## config.mk

```make
export PLATFORM = sky130hd
export DESIGN_NAME = flit_send_arbiter
export DESIGN_NICKNAME = d
export VERILOG_FILES = /design/src/rtl/flit_arb_pkg.sv /design/src/rtl/flit_send_arbiter_rr_pick.sv /design/src/rtl/flit_send_arbiter.sv
export SDC_FILE = /design/constraint.sdc
export NUM_CORES = 1
export LEC_CHECK = 0
export BUFFER_PORTS_ARGS = -buffer_cell sky130_fd_sc_hd__buf_4
export CAP_MARGIN = 20
export CORE_ASPECT_RATIO = 1.4
export CORE_UTILIZATION = 40
export CTS_CLUSTER_SIZE = 24
export DETAILED_ROUTE_END_ITERATION = 7
export PLACE_DENSITY = 0.67
export SETUP_SLACK_MARGIN = 0.1
export SLEW_MARGIN = 25
export SYNTH_ARGS = -nofsm -noshare
export SYNTH_HDL_FRONTEND = slang
export SYNTH_SLANG_ARGS = --single-unit
export TNS_END_PERCENT = 20
```

## constraint.sdc

```tcl
create_clock -name CLK -period 3.67 [get_ports CLK]
set_input_delay 0.5505 -clock CLK [delete_from_list [all_inputs] [get_ports CLK]]
set_output_delay 0.5505 -clock CLK [all_outputs]
set_load 0.02 [all_outputs]
```

## src/rtl/flit_arb_pkg.sv

```systemverilog
// Shared constants and state type for the flit send arbiter.
// Flit layout: valid at the MSB, tail just below it, VC field directly below the tail bit.
`ifndef FLIT_WIDTH
`define FLIT_WIDTH 16
`endif
`ifndef NUM_VCS
`define NUM_VCS 4
`endif

package flit_arb_pkg;

    localparam int TAIL_BIT = `FLIT_WIDTH - 2;
    localparam int VC_BITS  = (`NUM_VCS > 1) ? $clog2(`NUM_VCS) : 1;
    localparam int VC_LSB   = `FLIT_WIDTH - 2 - VC_BITS;

    typedef enum logic {
        IDLE   = 1'b0,
        LOCKED = 1'b1
    } arb_state_t;

endpackage

```

## src/rtl/flit_send_arbiter_rr_pick.sv

```systemverilog
// Rotating-priority selector: one-hot grant for the first eligible index at or
// after rr_ptr, wrapping around to index 0.
module rr_pick #(
    parameter int N     = 4,
    parameter int PTR_W = 2
) (
    input  logic [N-1:0]     eligible,
    input  logic [PTR_W-1:0] rr_ptr,
    output logic [N-1:0]     grant,
    output logic             found
);

    // First pass covers rr_ptr..N-1, second pass wraps to 0..rr_ptr-1.
    always_comb begin
        grant = '0;
        found = 1'b0;
        for (int i = 0; i < N; i++) begin
            if (!found && eligible[i] && (i >= int'(rr_ptr))) begin
                grant[i] = 1'b1;
                found    = 1'b1;
            end
        end
        for (int i = 0; i < N; i++) begin
            if (!found && eligible[i]) begin
                grant[i] = 1'b1;
                found    = 1'b1;
            end
        end
    end

endmodule

```

## src/rtl/flit_send_arbiter.sv

```systemverilog
// Round-robin wormhole arbiter sharing one CONNECT send port among NUM_REQ sources.
// Optional FLIT_ARB_PERF_EN adds per-requester grant counters and a send trace.
module flit_send_arbiter
    import flit_arb_pkg::*;
#(
    parameter int NUM_REQ    = 4,
    parameter int FLIT_WIDTH = `FLIT_WIDTH,
    parameter int NUM_VCS    = `NUM_VCS
) (
    input  logic                               CLK,
    input  logic                               RST,
    input  logic [NUM_REQ-1:0][FLIT_WIDTH-1:0] req_flit,
    input  logic [NUM_REQ-1:0]                 req_valid,
    output logic [NUM_REQ-1:0]                 req_ready,
    output logic [FLIT_WIDTH-1:0]              put_flit,
    output logic                               put_flit_valid,
    input  logic [NUM_VCS-1:0]                 get_non_full_vcs,
    output logic                               get_non_full_vcs_ready
`ifdef FLIT_ARB_PERF_EN
    ,
    output logic [NUM_REQ-1:0][15:0]           grant_count
`endif
);

    localparam int PTR_W = (NUM_REQ > 1) ? $clog2(NUM_REQ) : 1;

    arb_state_t             state_q, state_d;
    logic [PTR_W-1:0]       rr_ptr_q, rr_ptr_d;
    logic [PTR_W-1:0]       lock_id_q, lock_id_d;
    logic [VC_BITS-1:0]     lock_vc_q, lock_vc_d;
    logic [NUM_VCS-1:0]     vc_mask_q, vc_mask_d;
    logic [FLIT_WIDTH-1:0]  put_flit_q, put_flit_d;
    logic                   put_valid_q, put_valid_d;

    logic [NUM_REQ-1:0]     eligible;
    logic [NUM_REQ-1:0]     pick_grant;
    logic                   pick_found;
    logic [PTR_W-1:0]       grant_idx;
    logic                   accept;
    logic [PTR_W-1:0]       acc_id;
    logic [FLIT_WIDTH-1:0]  acc_flit;
    logic [VC_BITS-1:0]     acc_vc;

    // A VC can take a flit when the network reports it non-full and it was not used last cycle.
    function automatic logic vc_open(input logic [VC_BITS-1:0] vc,
                                     input logic [NUM_VCS-1:0] non_full,
                                     input logic [NUM_VCS-1:0] mask);
        vc_open = 1'b0;
        for (int v = 0; v < NUM_VCS; v++) begin
            if (int'(vc) == v) vc_open = non_full[v] & ~mask[v];
        end
    endfunction

    always_comb begin
        eligible = '0;
        for (int i = 0; i < NUM_REQ; i++) begin
            eligible[i] = req_valid[i] &
                          vc_open(req_flit[i][VC_LSB +: VC_BITS], get_non_full_vcs, vc_mask_q);
        end
    end

    rr_pick #(
        .N     (NUM_REQ),
        .PTR_W (PTR_W)
    ) u_rr_pick (
        .eligible (eligible),
        .rr_ptr   (rr_ptr_q),
        .grant    (pick_grant),
        .found    (pick_found)
    );

    always_comb begin
        grant_idx = '0;
        for (int i = 0; i < NUM_REQ; i++) begin
            if (pick_grant[i]) grant_idx = PTR_W'(i);
        end
    end

    always_comb begin
        state_d     = state_q;
        rr_ptr_d    = rr_ptr_q;
        lock_id_d   = lock_id_q;
        lock_vc_d   = lock_vc_q;
        vc_mask_d   = '0;
        put_flit_d  = put_flit_q;
        put_valid_d = 1'b0;
        req_ready   = '0;
        accept      = 1'b0;
        acc_id      = '0;
        acc_flit    = '0;
        acc_vc      = '0;

        if (!RST) begin
            case (state_q)
                IDLE: begin
                    if (pick_found) begin
                        req_ready = pick_grant;
                        accept    = 1'b1;
                        acc_id    = grant_idx;
                        acc_flit  = req_flit[grant_idx];
                        acc_vc    = acc_flit[VC_LSB +: VC_BITS];
                        rr_ptr_d  = (int'(grant_idx) == NUM_REQ - 1) ? '0 : grant_idx + 1'b1;
                        if (!acc_flit[TAIL_BIT]) begin
                            state_d   = LOCKED;
                            lock_id_d = grant_idx;
                            lock_vc_d = acc_vc;
                        end
                    end
                end
                // Body flits ride on the head's VC regardless of their own VC field.
                LOCKED: begin
                    if (req_valid[lock_id_q] && vc_open(lock_vc_q, get_non_full_vcs, vc_mask_q)) begin
                        req_ready[lock_id_q] = 1'b1;
                        accept   = 1'b1;
                        acc_id   = lock_id_q;
                        acc_flit = req_flit[lock_id_q];
                        acc_vc   = lock_vc_q;
                        if (acc_flit[TAIL_BIT]) state_d = IDLE;
                    end
                end
                default: state_d = IDLE;
            endcase
        end

        if (accept) begin
            put_valid_d = 1'b1;
            put_flit_d  = acc_flit;
            for (int v = 0; v < NUM_VCS; v++) begin
                vc_mask_d[v] = (int'(acc_vc) == v);
            end
        end
    end

    always_ff @(posedge CLK) begin
        if (RST) begin
            state_q     <= IDLE;
            rr_ptr_q    <= '0;
            lock_id_q   <= '0;
            lock_vc_q   <= '0;
            vc_mask_q   <= '0;
            put_flit_q  <= '0;
            put_valid_q <= 1'b0;
        end else begin
            state_q     <= state_d;
            rr_ptr_q    <= rr_ptr_d;
            lock_id_q   <= lock_id_d;
            lock_vc_q   <= lock_vc_d;
            vc_mask_q   <= vc_mask_d;
            put_flit_q  <= put_flit_d;
            put_valid_q <= put_valid_d;
        end
    end

    assign put_flit               = put_flit_q;
    assign put_flit_valid         = put_valid_q;
    assign get_non_full_vcs_ready = ~RST;

`ifdef FLIT_ARB_PERF_EN
    logic [NUM_REQ-1:0][15:0] grant_count_q, grant_count_d;
    logic [31:0]              cycle_q, cycle_d;

    // Counters wrap naturally at 16 bits.
    always_comb begin
        grant_count_d = grant_count_q;
        cycle_d       = cycle_q + 32'd1;
        if (accept) grant_count_d[acc_id] = grant_count_q[acc_id] + 16'd1;
    end

    always_ff @(posedge CLK) begin
        if (RST) begin
            grant_count_q <= '0;
            cycle_q       <= '0;
        end else begin
            grant_count_q <= grant_count_d;
            cycle_q       <= cycle_d;
            if (accept) $display("[ARB] cycle %0d requester %0d flit %h", cycle_q, acc_id, acc_flit);
        end
    end

    assign grant_count = grant_count_q;
`endif

endmodule

```

Word-level counts from Yosys, hierarchy flattened
Index checks and enable logic that the tools add are counted.

storage, ports and cells
  output and inout bits = 22
  input port bits = 74
  register bits = 28
  logic and storage cells = 147

cells by class
  muxes and demuxes = 70
  $lt $le $gt $ge = 6
  bitwise logic cells = 16
  equality and inequality tests = 19
  add/sub/neg operators = 1
  reductions and logical operators = 28

operators by type and width
  cell                                                                number
  binary-select mux 16 bit (select 2 bit)                             2
  2-to-1 mux 16 bit                                                   4
  2-to-1 mux 1 bit                                                    48
  one-hot mux 16 bit (2 select lines)                                 1
  equality test 2 bit (second input constant)                         12
  equality test 2 x 1 -> 1 bit (second input constant)                7
  logical AND 1 bit                                                   12
  zero test 2 bit                                                     6
  2-to-1 mux 2 bit                                                    6
  2-to-1 mux 4 bit                                                    3
  bitwise AND 1 bit                                                   8
  inverter 1 bit                                                      8
  one-hot mux 4 bit (2 select lines)                                  1
  zero test 1 bit                                                     7
  less-than comparator 2 x 3 -> 1 bit (second input constant)         2
  greater-or-equal comparator 1 x 2 -> 1 bit (first input constant)   2
  one-hot mux 1 bit (2 select lines)                                  2
  one-hot mux 2 bit (2 select lines)                                  1
  AND reduction 3 bit                                                 1
  adder 2 x 1 -> 2 bit (second input constant)                        1
  binary-select mux 1 bit (select 2 bit)                              1
  demux 1 bit (select 2 bit)                                          1
  greater-or-equal comparator 2 x 1 -> 1 bit (second input constant)  1
  greater-or-equal comparator 2 bit (first input constant)            1
  2 further kinds                                                     2

Longest topological paths before layout
Gate-level depths: netlist (run 1).

  word-level depth = 39
  gate-level depth with buffers = 10
  gate-level depth less buffers = 8

Hierarchy
A second synthesis (run 1) with hierarchy kept.

unflattened totals
  cells, all modules = 302
  area total of the unflattened synthesis = 2653.8 um^2

by module, submodules not included
  module             sequential area each (um^2)  area each (um^2)  cells an instance  instances
  flit_send_arbiter  560.5                        2539.9            284                1
  rr_pick            0.0                          113.9             18                 1

Least setup slack after synthesis (run 1)
No wires, ideal clock.

  path type = input to output
  from = input port get_non_full_vcs[3]
  to = output port req_ready[1]
  stages on the path = 7
  required time = 3.119 ns
  setup slack = 0.539 ns
  path buffers = 1
  data arrival time = 2.581 ns
  cell sequence = nor2b_1 -> mux4_2 -> a32o_1 -> a221oi_4 -> buf_6 -> a22oi_1 -> nor2_1

between the ends
  longest elaborated chain between the ends = 31
  elaborated cells between the ends (all ways) = 44
  those cells by class = 21 x mux; 5 x bitwise; 18 x reduce/logical

ends and longest elaborated chain
  item                                    line                             source
  start, declared                         flit_send_arbiter.sv:17          input logic [NUM_VCS-1:0] get_non_full_vcs,
  bitwise AND 1 bit (*)                   flit_send_arbiter.sv:50          if (int'(vc) == v) vc_open = non_full[v] & ~mask[v];
  2-to-1 mux 1 bit                        flit_send_arbiter.sv:50
  bitwise AND 1 bit                       flit_send_arbiter.sv:57          eligible[i] = req_valid[i] &
  logical AND 1 bit                       flit_send_arbiter_rr_pick.sv:18  if (!found && eligible[i] && (i >= int'(rr_ptr))) begin
  2-to-1 mux 1 bit                        flit_send_arbiter_rr_pick.sv:18
  zero test 1 bit                         flit_send_arbiter_rr_pick.sv:18
  logical AND 1 bit (2 in a row)          flit_send_arbiter_rr_pick.sv:18
  2-to-1 mux 1 bit                        flit_send_arbiter_rr_pick.sv:18
  [14 not listed]                         --
  logical AND 1 bit                       flit_send_arbiter_rr_pick.sv:24  if (!found && eligible[i]) begin
  2-to-1 mux 1 bit                        flit_send_arbiter_rr_pick.sv:24
  zero test 1 bit                         flit_send_arbiter_rr_pick.sv:24
  logical AND 1 bit                       flit_send_arbiter_rr_pick.sv:24
  2-to-1 mux 1 bit                        flit_send_arbiter_rr_pick.sv:24
  2-to-1 mux 4 bit                        flit_send_arbiter.sv:96          if (pick_found) begin
  one-hot mux 4 bit (2 select lines) (*)  flit_send_arbiter.sv:94          case (state_q)
  2-to-1 mux 4 bit (*)                    flit_send_arbiter.sv:93          if (!RST) begin
  end, declared                           flit_send_arbiter.sv:14          output logic [NUM_REQ-1:0] req_ready,

Every way passes the cells marked *; elsewhere a longest branch is shown, timed or not. The select of a mux whose other input is x is not followed.

Worst setup path after layout (run 1)
  from = input port get_non_full_vcs[3]
  to = output port req_ready[2]

Same word-level chain as after synthesis.

==> flow_summary.ini, run 1 <==
[outcome]
status = finished, final reports clean

[synthesis]
ys_ff_latch = 28
yosysWarnings = 0
synth_top_family_by_area = compound AO/OA/AOI/OAI gates
synthAdderAreaFrac = 0
yosys-mux-area-fraction = 0.273
async_reset_ff_frac = 0
syn_area_sq_mm = 0.00250
synthTopCellsByArea = dfxtp_1 22%, mux4_2 22%, a221o_1 6.0%
yosys_most_used_dff = dfxtp_1
syn_avg_cell_area_sq_um = 8.98
synth_xor_xnor_area_share = 0
seq_area_frac_synth = 0.224
synth_top_area_cell = dfxtp_1
synth_common_cells = 29 x nand2_1, 28 x dfxtp_1, 24 x mux4_2
yosysTopAreaCellShare = 0.224
yosys.area_share.simple = 0.161
syn_inst = 278
syn_nets = 352
synth.distinct_cells = 46
synth.most_common_cell = nand2_1
synth_compound_area_frac = 0.300
synth_edf_count = 0

[worst_setup_path]
endpoint_kind = primary output
crit_fanout = 16
slowest_stage = mux4_2
regToRegStartpoint = vc_mask_q[3]$_SDFF_PP0_
path_class = primary input to primary output
start_kind = primary input
arrival_ns = 2.58
cp.required_ns = 3.12
crit_start = get_non_full_vcs[3]
cp_cell_sequence = buf_4 -> nor2b_1 -> mux4_2 -> a22oi_1 -> a31o_2 -> nor2_1 -> a31oi_1 -> nor2_1 -> buf_4
slowest_delay_ns = 0.52

[power_and_ir_drop]
power.leakage_nw = 1.43
ir_drop_mv = 0.201
p_per_area_mw_per_mm2 = 456

[grt]
grt_pass1_wl_microns = 12300
grt_pass1_vias = 2500
grt_max_degree = 31
overflow = 0
grtUsageTotal = 0.251
grt_antenna_before_repair = 0

[timing]
setup_viol = 0
fin_skew_ns = 0.00645
slew_viol_final = 0
max_freq_mhz = 320
post-route-period-util = 0.852
rsz0062_at_grt = false
min_period_ns = 3.13
worst_pin_slew_ns = 0.568
tns_ns = 0
relSlewSlack = 0.621
hold_violations = 0

[placement]
dp_hpwl_microns = 6050
place_congestion = 0.803
dpl_cell_area_sq_mm = 0.00329
dp_cells = 433
port_buffers = 95

[cts]
clockBufferDepth = 2
cts-root-buf = clkbuf_8
path_clk_slew_ns = 0.09
post-cts-setup-buffers = 0
htree_levels = 1
hold_buffers = 0
cts_resized = 0
numCtsBuffers = 3
clock_latency_ns = 0.28
numClockSinks = 28
cts_tree = yes

[die]
start_util = 0.420
rows = 33
die_area_sq_mm = 0.00657
ios = 96
dieHeight_microns = 95.5
die_w_microns = 68.8
core_area_sq_mm = 0.00595

[routing]
dr.pass1.iters = 7
ant_nets = 0
vias = 2650
routed_via_density = 6.06
drt-total-wl_microns = 7950
drtIter0Drc = 187
wl_per_cell_microns = 18.2
drc_errors = 0

[job]
cap_violations = 0

[final_layout]
final_cells = 437
utilization = 0.563
fillers = 586
layout-drive-gt1-share = 0.387
n_antenna_cell = 0
nets = 442
fin_area_sq_mm = 0.00334
area_delta_synth_final_pct = 33.9

[worst_hold_path]
min_path_type = flop to flop
worstHoldStart = lock_vc_q[0]$_SDFFE_PP0P_
area by class of cell:
cell class	count	area (sq um)	area share
inverter	6	22.5	0.00673
tap	70	87.6	0.0262
clock buffer	4	55.1	0.0165
sequential	28	561	0.168
multi-input combinational	224	1830	0.547
timing repair buffer	105	788	0.236
worst max-delay path: cells and delay by family:
kind / cells / cell delay (ns)
AOI/OAI and AO/OA: 3 / 0.91
buffers and inverters: 2 / 0.28
muxes: 1 / 0.52
and+or+nand+nor: 3 / 0.31
state kept, by name, indices dropped and copies added, names as in the netlist:
name and count:
lock_id_q 2, lock_vc_q 2, put_flit 16, put_flit_valid 1, rr_ptr_q 2, state_q 1, vc_mask_q 4
cells by family after synthesis:
kind of cell           after synthesis
muxes                               38
AOI/OAI and AO/OA                  102
and+or+nand+nor                     84
buffers and inverters               26
DFF                                 28
final timing paths:
| kind | depth (start not counted) | end | slack [ns] |
|---|---|---|---|
| worst max-delay path | 9 | req_ready[2] | 0.54 |
| worst max register to register | 7 | vc_mask_q[0]$_SDFF_PP0_ | 1.00 |
| worst min-delay path | 2 | lock_vc_q[0]$_SDFFE_PP0P_ | 0.51 |
| worst min register to register | 2 | lock_vc_q[0]$_SDFFE_PP0P_ | 0.51 |
report_power, final:
part | switching (mW) | leakage, nW | internal, mW
Clock | 0.0990 | 0.0288 | 0.0962
Combinational | 0.475 | 1.17 | 0.407
Sequential | 0.0646 | 0.231 | 0.384
Total | 0.639 | 1.43 | 0.887
cells in the final DEF (no fill, tap or decap), types with 2 or more instances in the layout:
cell type    n
a21boi_0     2
a21oi_1     22
a221o_1     15
a22oi_1      5
a31o_2       2
a31oi_1      4
a32oi_1      2
and2_1       3
and3_1      17
buf_4      105
clkbuf_8     4
dfxtp_1     28
inv_1        6
mux2i_1     14
mux4_2      24
nand2_1     29
nand2b_1     4
nand3_1      3
nor2_1      18
nor2b_1      5
nor3_1       3
o211ai_1     2
o21ai_0     21
o21ai_1      8
o221ai_1     2
metal layers:
layer / wire length, microns / global-route usage / vias up
met5: 0 / 0 / -
met4: 44 / 0.0493 / 0
met3: 494 / 0.0287 / 4
met2: 4040 / 0.429 / 94
met1: 3360 / 0.336 / 1272
li1: - / - / 1280
stage by stage:
stage	total power, mW	hold slack, ns	worst slack, ns
2_1_floorplan	1.02	0.466	0.539
3_3_place_gp	1.33	0.490	0.586
3_5_place_dp	1.33	0.498	0.581
4_1_cts	1.53	0.511	0.560
5_1_grt	1.62	0.550	0.417
6_report	1.53	0.507	0.542
No activity file was read; power rests on OpenSTA's default activity.
==> run 2: changes to the inputs <==
- BUFFER_PORTS_ARGS: -buffer_cell sky130_fd_sc_hd__buf_4 -> -buffer_cell sky130_fd_sc_hd__buf_2
- CORE_MARGIN: not set -> 2
==> run 2 against run 1 <==
  * Critical path depth is 1 higher
  * Cell area is 7.0% lower
  * Count of clock-buffer cells in the layout stayed put
  * Register-to-register slack worse by 0.04 ns
  * Fmax is 0.41% lower
  * Combinational power is 6.0% lower
  * Wire length is 1.3% lower
  * Non-clock buffer count stayed put
==> flow_summary.ini, run 2 (synthesis gave the netlist of run 1 again) <==
[timing]
hold_ws_ns = 0.510
max_freq_mhz = 318
rsz0062_at_grt = false
setup_viol = 0
fin_skew_ns = 0.00586
slew_viol_final = 0
post-route-period-util = 0.856
relSlewSlack = 0.642
hold_violations = 0
tns_ns = 0
min_period_ns = 3.14
worst_pin_slew_ns = 0.537

[final_layout]
fin_area_sq_mm = 0.00311
largest_reg_flops = 16
final_common_cell = buf_2
nets = 442
area_delta_synth_final_pct = 24.5
layout-drive-gt1-share = 0.387
n_antenna_cell = 0
layout_common_cells = 95 x buf_2, 29 x nand2_1, 28 x dfxtp_1
fillers = 638

[worst_setup_path]
reg2reg_to = vc_mask_q[0]$_SDFF_PP0_
path_class = primary input to primary output
ff2ff_path_depth = 8
regToRegStartpoint = vc_mask_q[3]$_SDFF_PP0_
slowest_stage = mux4_2
cp_cell_sequence = buf_2 -> nor2b_1 -> mux4_2 -> a22o_1 -> a21boi_0 -> o21ai_0 -> nor2_1 -> a31oi_1 -> nor2_1 -> buf_2
reg2reg_slack_ns = 0.96
arrival_ns = 2.59
slowest_delay_ns = 0.56
endpoint_kind = primary output
cp.required_ns = 3.12
start_kind = primary input
crit_fanout = 7

[routing]
vias = 2706
drtIter0Drc = 149
drc_errors = 0
routed_via_density = 6.16
wl_per_cell_microns = 17.9
ant_nets = 0
drt-total-wl_microns = 7850
dr.pass1.iters = 4

[power_and_ir_drop]
p_per_area_mw_per_mm2 = 471
power.leakage_nw = 1.36
p_comb_frac = 0.566
p_sw_mw = 0.632
swShare = 0.431
p_int_mw = 0.833
clkPwrFrac = 0.127
ir_drop_mv = 0.234
power_frac_seq = 0.306

[grt]
use_met3 = 0.0249
use_met1 = 0.283
grt_antenna_before_repair = 0
overflow = 0
use_met2 = 0.403
grt_pass1_vias = 2634
grt_max_degree = 31
grtUsageTotal = 0.226
top_usage_layer = met2
grt_pass1_wl_microns = 12700

[cts]
clock_latency_ns = 0.27
numClockSinks = 28
path_clk_slew_ns = 0.09
cts_tree = yes
post-cts-setup-buffers = 0
clockBufferDepth = 2
hold_buffers = 0
numCtsBuffers = 3
cts-root-buf = clkbuf_8
cts_resized = 0
htree_levels = 1

[placement]
place_congestion = 0.882
dp_hpwl_microns = 6000
port_buffers = 95
dpl_cell_area_sq_mm = 0.00305

[worst_hold_path]
min_path_type = flop to flop
hold_depth = 2
worstHoldStart = lock_vc_q[0]$_SDFFE_PP0P_
min_to = lock_vc_q[0]$_SDFFE_PP0P_

[job]
cap_violations = 0

[die]
core_area_sq_mm = 0.00613
start_util = 0.408
die_area_sq_mm = 0.00690
rows = 34
die_w_microns = 70.8
ios = 96
dieHeight_microns = 97.5

[outcome]
status = finished, final reports clean
-- run 2: cell counts in the layout (fill, tap and decap cells not counted) --
No cell type changed its count.
-- run 2: critical path, delay by kind of cell --
family,cells,cell delay (ns)
and+or+nand+nor,3,0.41
muxes,1,0.56
buffers and inverters,2,0.28
AOI/OAI and AO/OA,4,0.77
-- run 2: per-stage QoR --
| step | utilization | instances | power [mW] | setup slack, ns |
|---|---|---|---|---|
| 2_1_floorplan | - | 278 | 1.02 | 0.539 |
| 3_3_place_gp | 0.499 | 435 | 1.27 | 0.559 |
| 3_5_place_dp | 0.499 | 435 | 1.28 | 0.526 |
| 4_1_cts | 0.508 | 439 | 1.47 | 0.543 |
| 5_1_grt | 0.508 | 439 | 1.57 | 0.364 |
| 6_report | 0.508 | 439 | 1.46 | 0.529 |
-- run 2: layer usage --
metal / vias to the layer above / routed length, microns
li1: 1283 / -
met1: 1295 / 3240
met2: 118 / 4040
met3: 10 / 438
met4: 0 / 126
met5: - / 0
-- run 2: how the worst max path moves through the flow --
stage                        startpoint                      end  slack, ns  cells past startpoint
CTS                 get_non_full_vcs[3]             req_ready[2]       0.54                      9
finish              get_non_full_vcs[3]             req_ready[2]       0.53                     10
detailed placement  get_non_full_vcs[3]  vc_mask_q[0]$_SDFF_PP0_       0.53                      9
global placement    get_non_full_vcs[3]  vc_mask_q[2]$_SDFF_PP0_       0.56                      9
floorplan           get_non_full_vcs[3]             req_ready[1]       0.54                      7
global route        get_non_full_vcs[3]             req_ready[2]       0.36                      9
-- run 2: layout make-up --
class | count | area [sq um] | share of cell area
Inverter | 6 | 22.5 | 0.00724
Sequential cell | 28 | 561 | 0.180
Multi-Input combinational cell | 224 | 1830 | 0.589
Clock buffer | 4 | 55.1 | 0.0177
Timing Repair Buffer | 105 | 551 | 0.177
Tap cell | 72 | 90.1 | 0.0290
-- run 2: power by group through the flow --
stage,Combinational [mW],Clock (mW),Sequential [mW]
global route,0.904,0.202,0.459
detailed placement,0.825,0,0.453
CTS,0.828,0.194,0.447
global placement,0.818,0,0.454
finish,0.830,0.187,0.448
floorplan,0.527,0,0.494
==> run 3: changes to the inputs <==
- BUFFER_PORTS_ARGS: -buffer_cell sky130_fd_sc_hd__buf_2 -> not set
- DONT_BUFFER_PORTS: not set -> 1
- PLACE_DENSITY: 0.67 -> 0.54
==> run 3 against run 2 <==
  * Via count down 11%
  * Power down 2.3%
  * Setup slack got worse by 0.010 ns
  * Core utilization decreased by 7.1 points
  * Largest power group unchanged
  * Wire length up 1.6%
  * Fmax shrank 0.32%
  * Global-route usage up 1.0 points
  * Cell area decreased by 14%
  * First-iteration DRC count grew 47%
  * Sequential share of layout area increased by 2.9 points
  * Critical path depth is 3 lower
  * Cell count decreased by 21%
==> flow_summary.ini, run 3 (synthesis gave the netlist of run 1 again) <==
[final_layout]
largest_reg_flops = 16
n_antenna_cell = 0
nets = 350
layout-drive-gt1-share = 0.182
fin_area_sq_mm = 0.00267
final_common_cell = nand2_1
final_cells = 347
layout_common_cells = 29 x nand2_1, 28 x dfxtp_1, 24 x mux4_2
area_delta_synth_final_pct = 7.01

[placement]
port_buffers = 0
dpl_cell_area_sq_mm = 0.00260
post-place-ws_ns = 0.489
dp_hpwl_microns = 5870
dp_cells = 343
place_congestion = 0.933

[outcome]
status = finished, final reports clean

[timing]
setup_viol = 0
post-route-period-util = 0.858
rsz0062_at_grt = false
layout_setup_ws_ns = 0.519
relSlewSlack = 0.399
tns_ns = 0
worst_pin_slew_ns = 0.897
fin_skew_ns = 0.0130
min_period_ns = 3.15
max_freq_mhz = 317
slew_viol_final = 0
hold_violations = 0
hold_ws_ns = 0.310

[cts]
cts_resized = 0
cts-root-buf = clkbuf_8
hold_buffers = 0
clockBufferDepth = 2
htree_levels = 1
clock_latency_ns = 0.29
cts_tree = yes
numClockSinks = 28
post-cts-setup-buffers = 0
numCtsBuffers = 3
path_clk_slew_ns = 0.11

[routing]
routed_via_density = 6.90
ant_nets = 0
wl_per_cell_microns = 23.0
vias = 2395
drtIter0Drc = 219
dr.pass1.iters = 4
drt-total-wl_microns = 7970
drc_errors = 0

[worst_setup_path]
arrival_ns = 2.60
reg2reg_to = put_flit[2]$_SDFFE_PP0P_
crit_fanout = 11
ff2ff_path_depth = 8
cp.required_ns = 3.12
endpoint_kind = primary output
reg2reg_slack_ns = 0.77
regToRegStartpoint = vc_mask_q[1]$_SDFF_PP0_
start_kind = flop
path_class = flop to primary output

[worst_hold_path]
worstHoldStart = RST
hold_depth = 1
min_path_type = primary input to flop
min_to = put_flit[12]$_SDFFE_PP0P_

[grt]
grt_pass1_vias = 2500
grt_antenna_before_repair = 0
grtUsageTotal = 0.236
grt_max_degree = 31
grt_pass1_wl_microns = 13100
overflow = 0

[die]
core_area_sq_mm = 0.00613
die_w_microns = 70.8
start_util = 0.408
die_area_sq_mm = 0.00690
ios = 96
rows = 34
dieHeight_microns = 97.5

[power_and_ir_drop]
p_per_area_mw_per_mm2 = 536
ir_drop_mv = 0.176
power.leakage_nw = 0.991

[job]
cap_violations = 0
==> run 3: report_power, final <==
part / switching, mW / leakage (nW) / internal, mW / total, mW
clock: 0.109 / 0.0357 / 0.146 / 0.255
combinational: 0.364 / 0.724 / 0.290 / 0.654
sequential: 0.139 / 0.231 / 0.384 / 0.523
==> run 3: cell type report <==
type                            instances  area [sq um]
Fill cell                             637          3450
Multi-Input combinational cell        224          1830
Sequential cell                        28           561
Timing Repair Buffer                   13          97.6
Tap cell                               72          90.1
Clock buffer                            3          41.3
Clock inverter                          1          30.0
Inverter                                6          22.5
==> run 3: per-stage QoR <==
step,utilization,power [mW]
after CTS,0.436,1.44
after global placement,0.425,1.18
after floorplan,-,1.02
final,0.436,1.43
after global routing,0.436,1.53
after detailed placement,0.425,1.18
==> run 3: per-layer routing <==
metal  wire [microns]  GRT usage  up-vias
met5                0          0        -
met4              150     0.0798        0
met3              864     0.0612       14
met2             4100      0.393      149
met1             2850      0.292     1136
li1                 -          -     1096
==> run 3: how the worst max path moves through the flow <==
| stage | startpoint | to |
|---|---|---|
| 6_report | vc_mask_q[1]$_SDFF_PP0_ | req_ready[1] |
| 5_1_grt | vc_mask_q[1]$_SDFF_PP0_ | req_ready[1] |
| 4_1_cts | vc_mask_q[1]$_SDFF_PP0_ | req_ready[1] |
| 3_5_place_dp | get_non_full_vcs[1] | put_flit[2]$_SDFFE_PP0P_ |
| 3_3_place_gp | get_non_full_vcs[3] | put_flit[2]$_SDFFE_PP0P_ |
| 2_1_floorplan | get_non_full_vcs[3] | req_ready[1] |
==> run 3: worst max-delay path, cell delays in order (launching register included) <==
cell and delay (ns):
dfxtp_1 0.33, nor2b_1 0.23, mux4_2 0.35, a22oi_1 0.14, a31oi_1 0.72, a22oi_1 0.20, nor2_1 0.17, buf_4 0.17
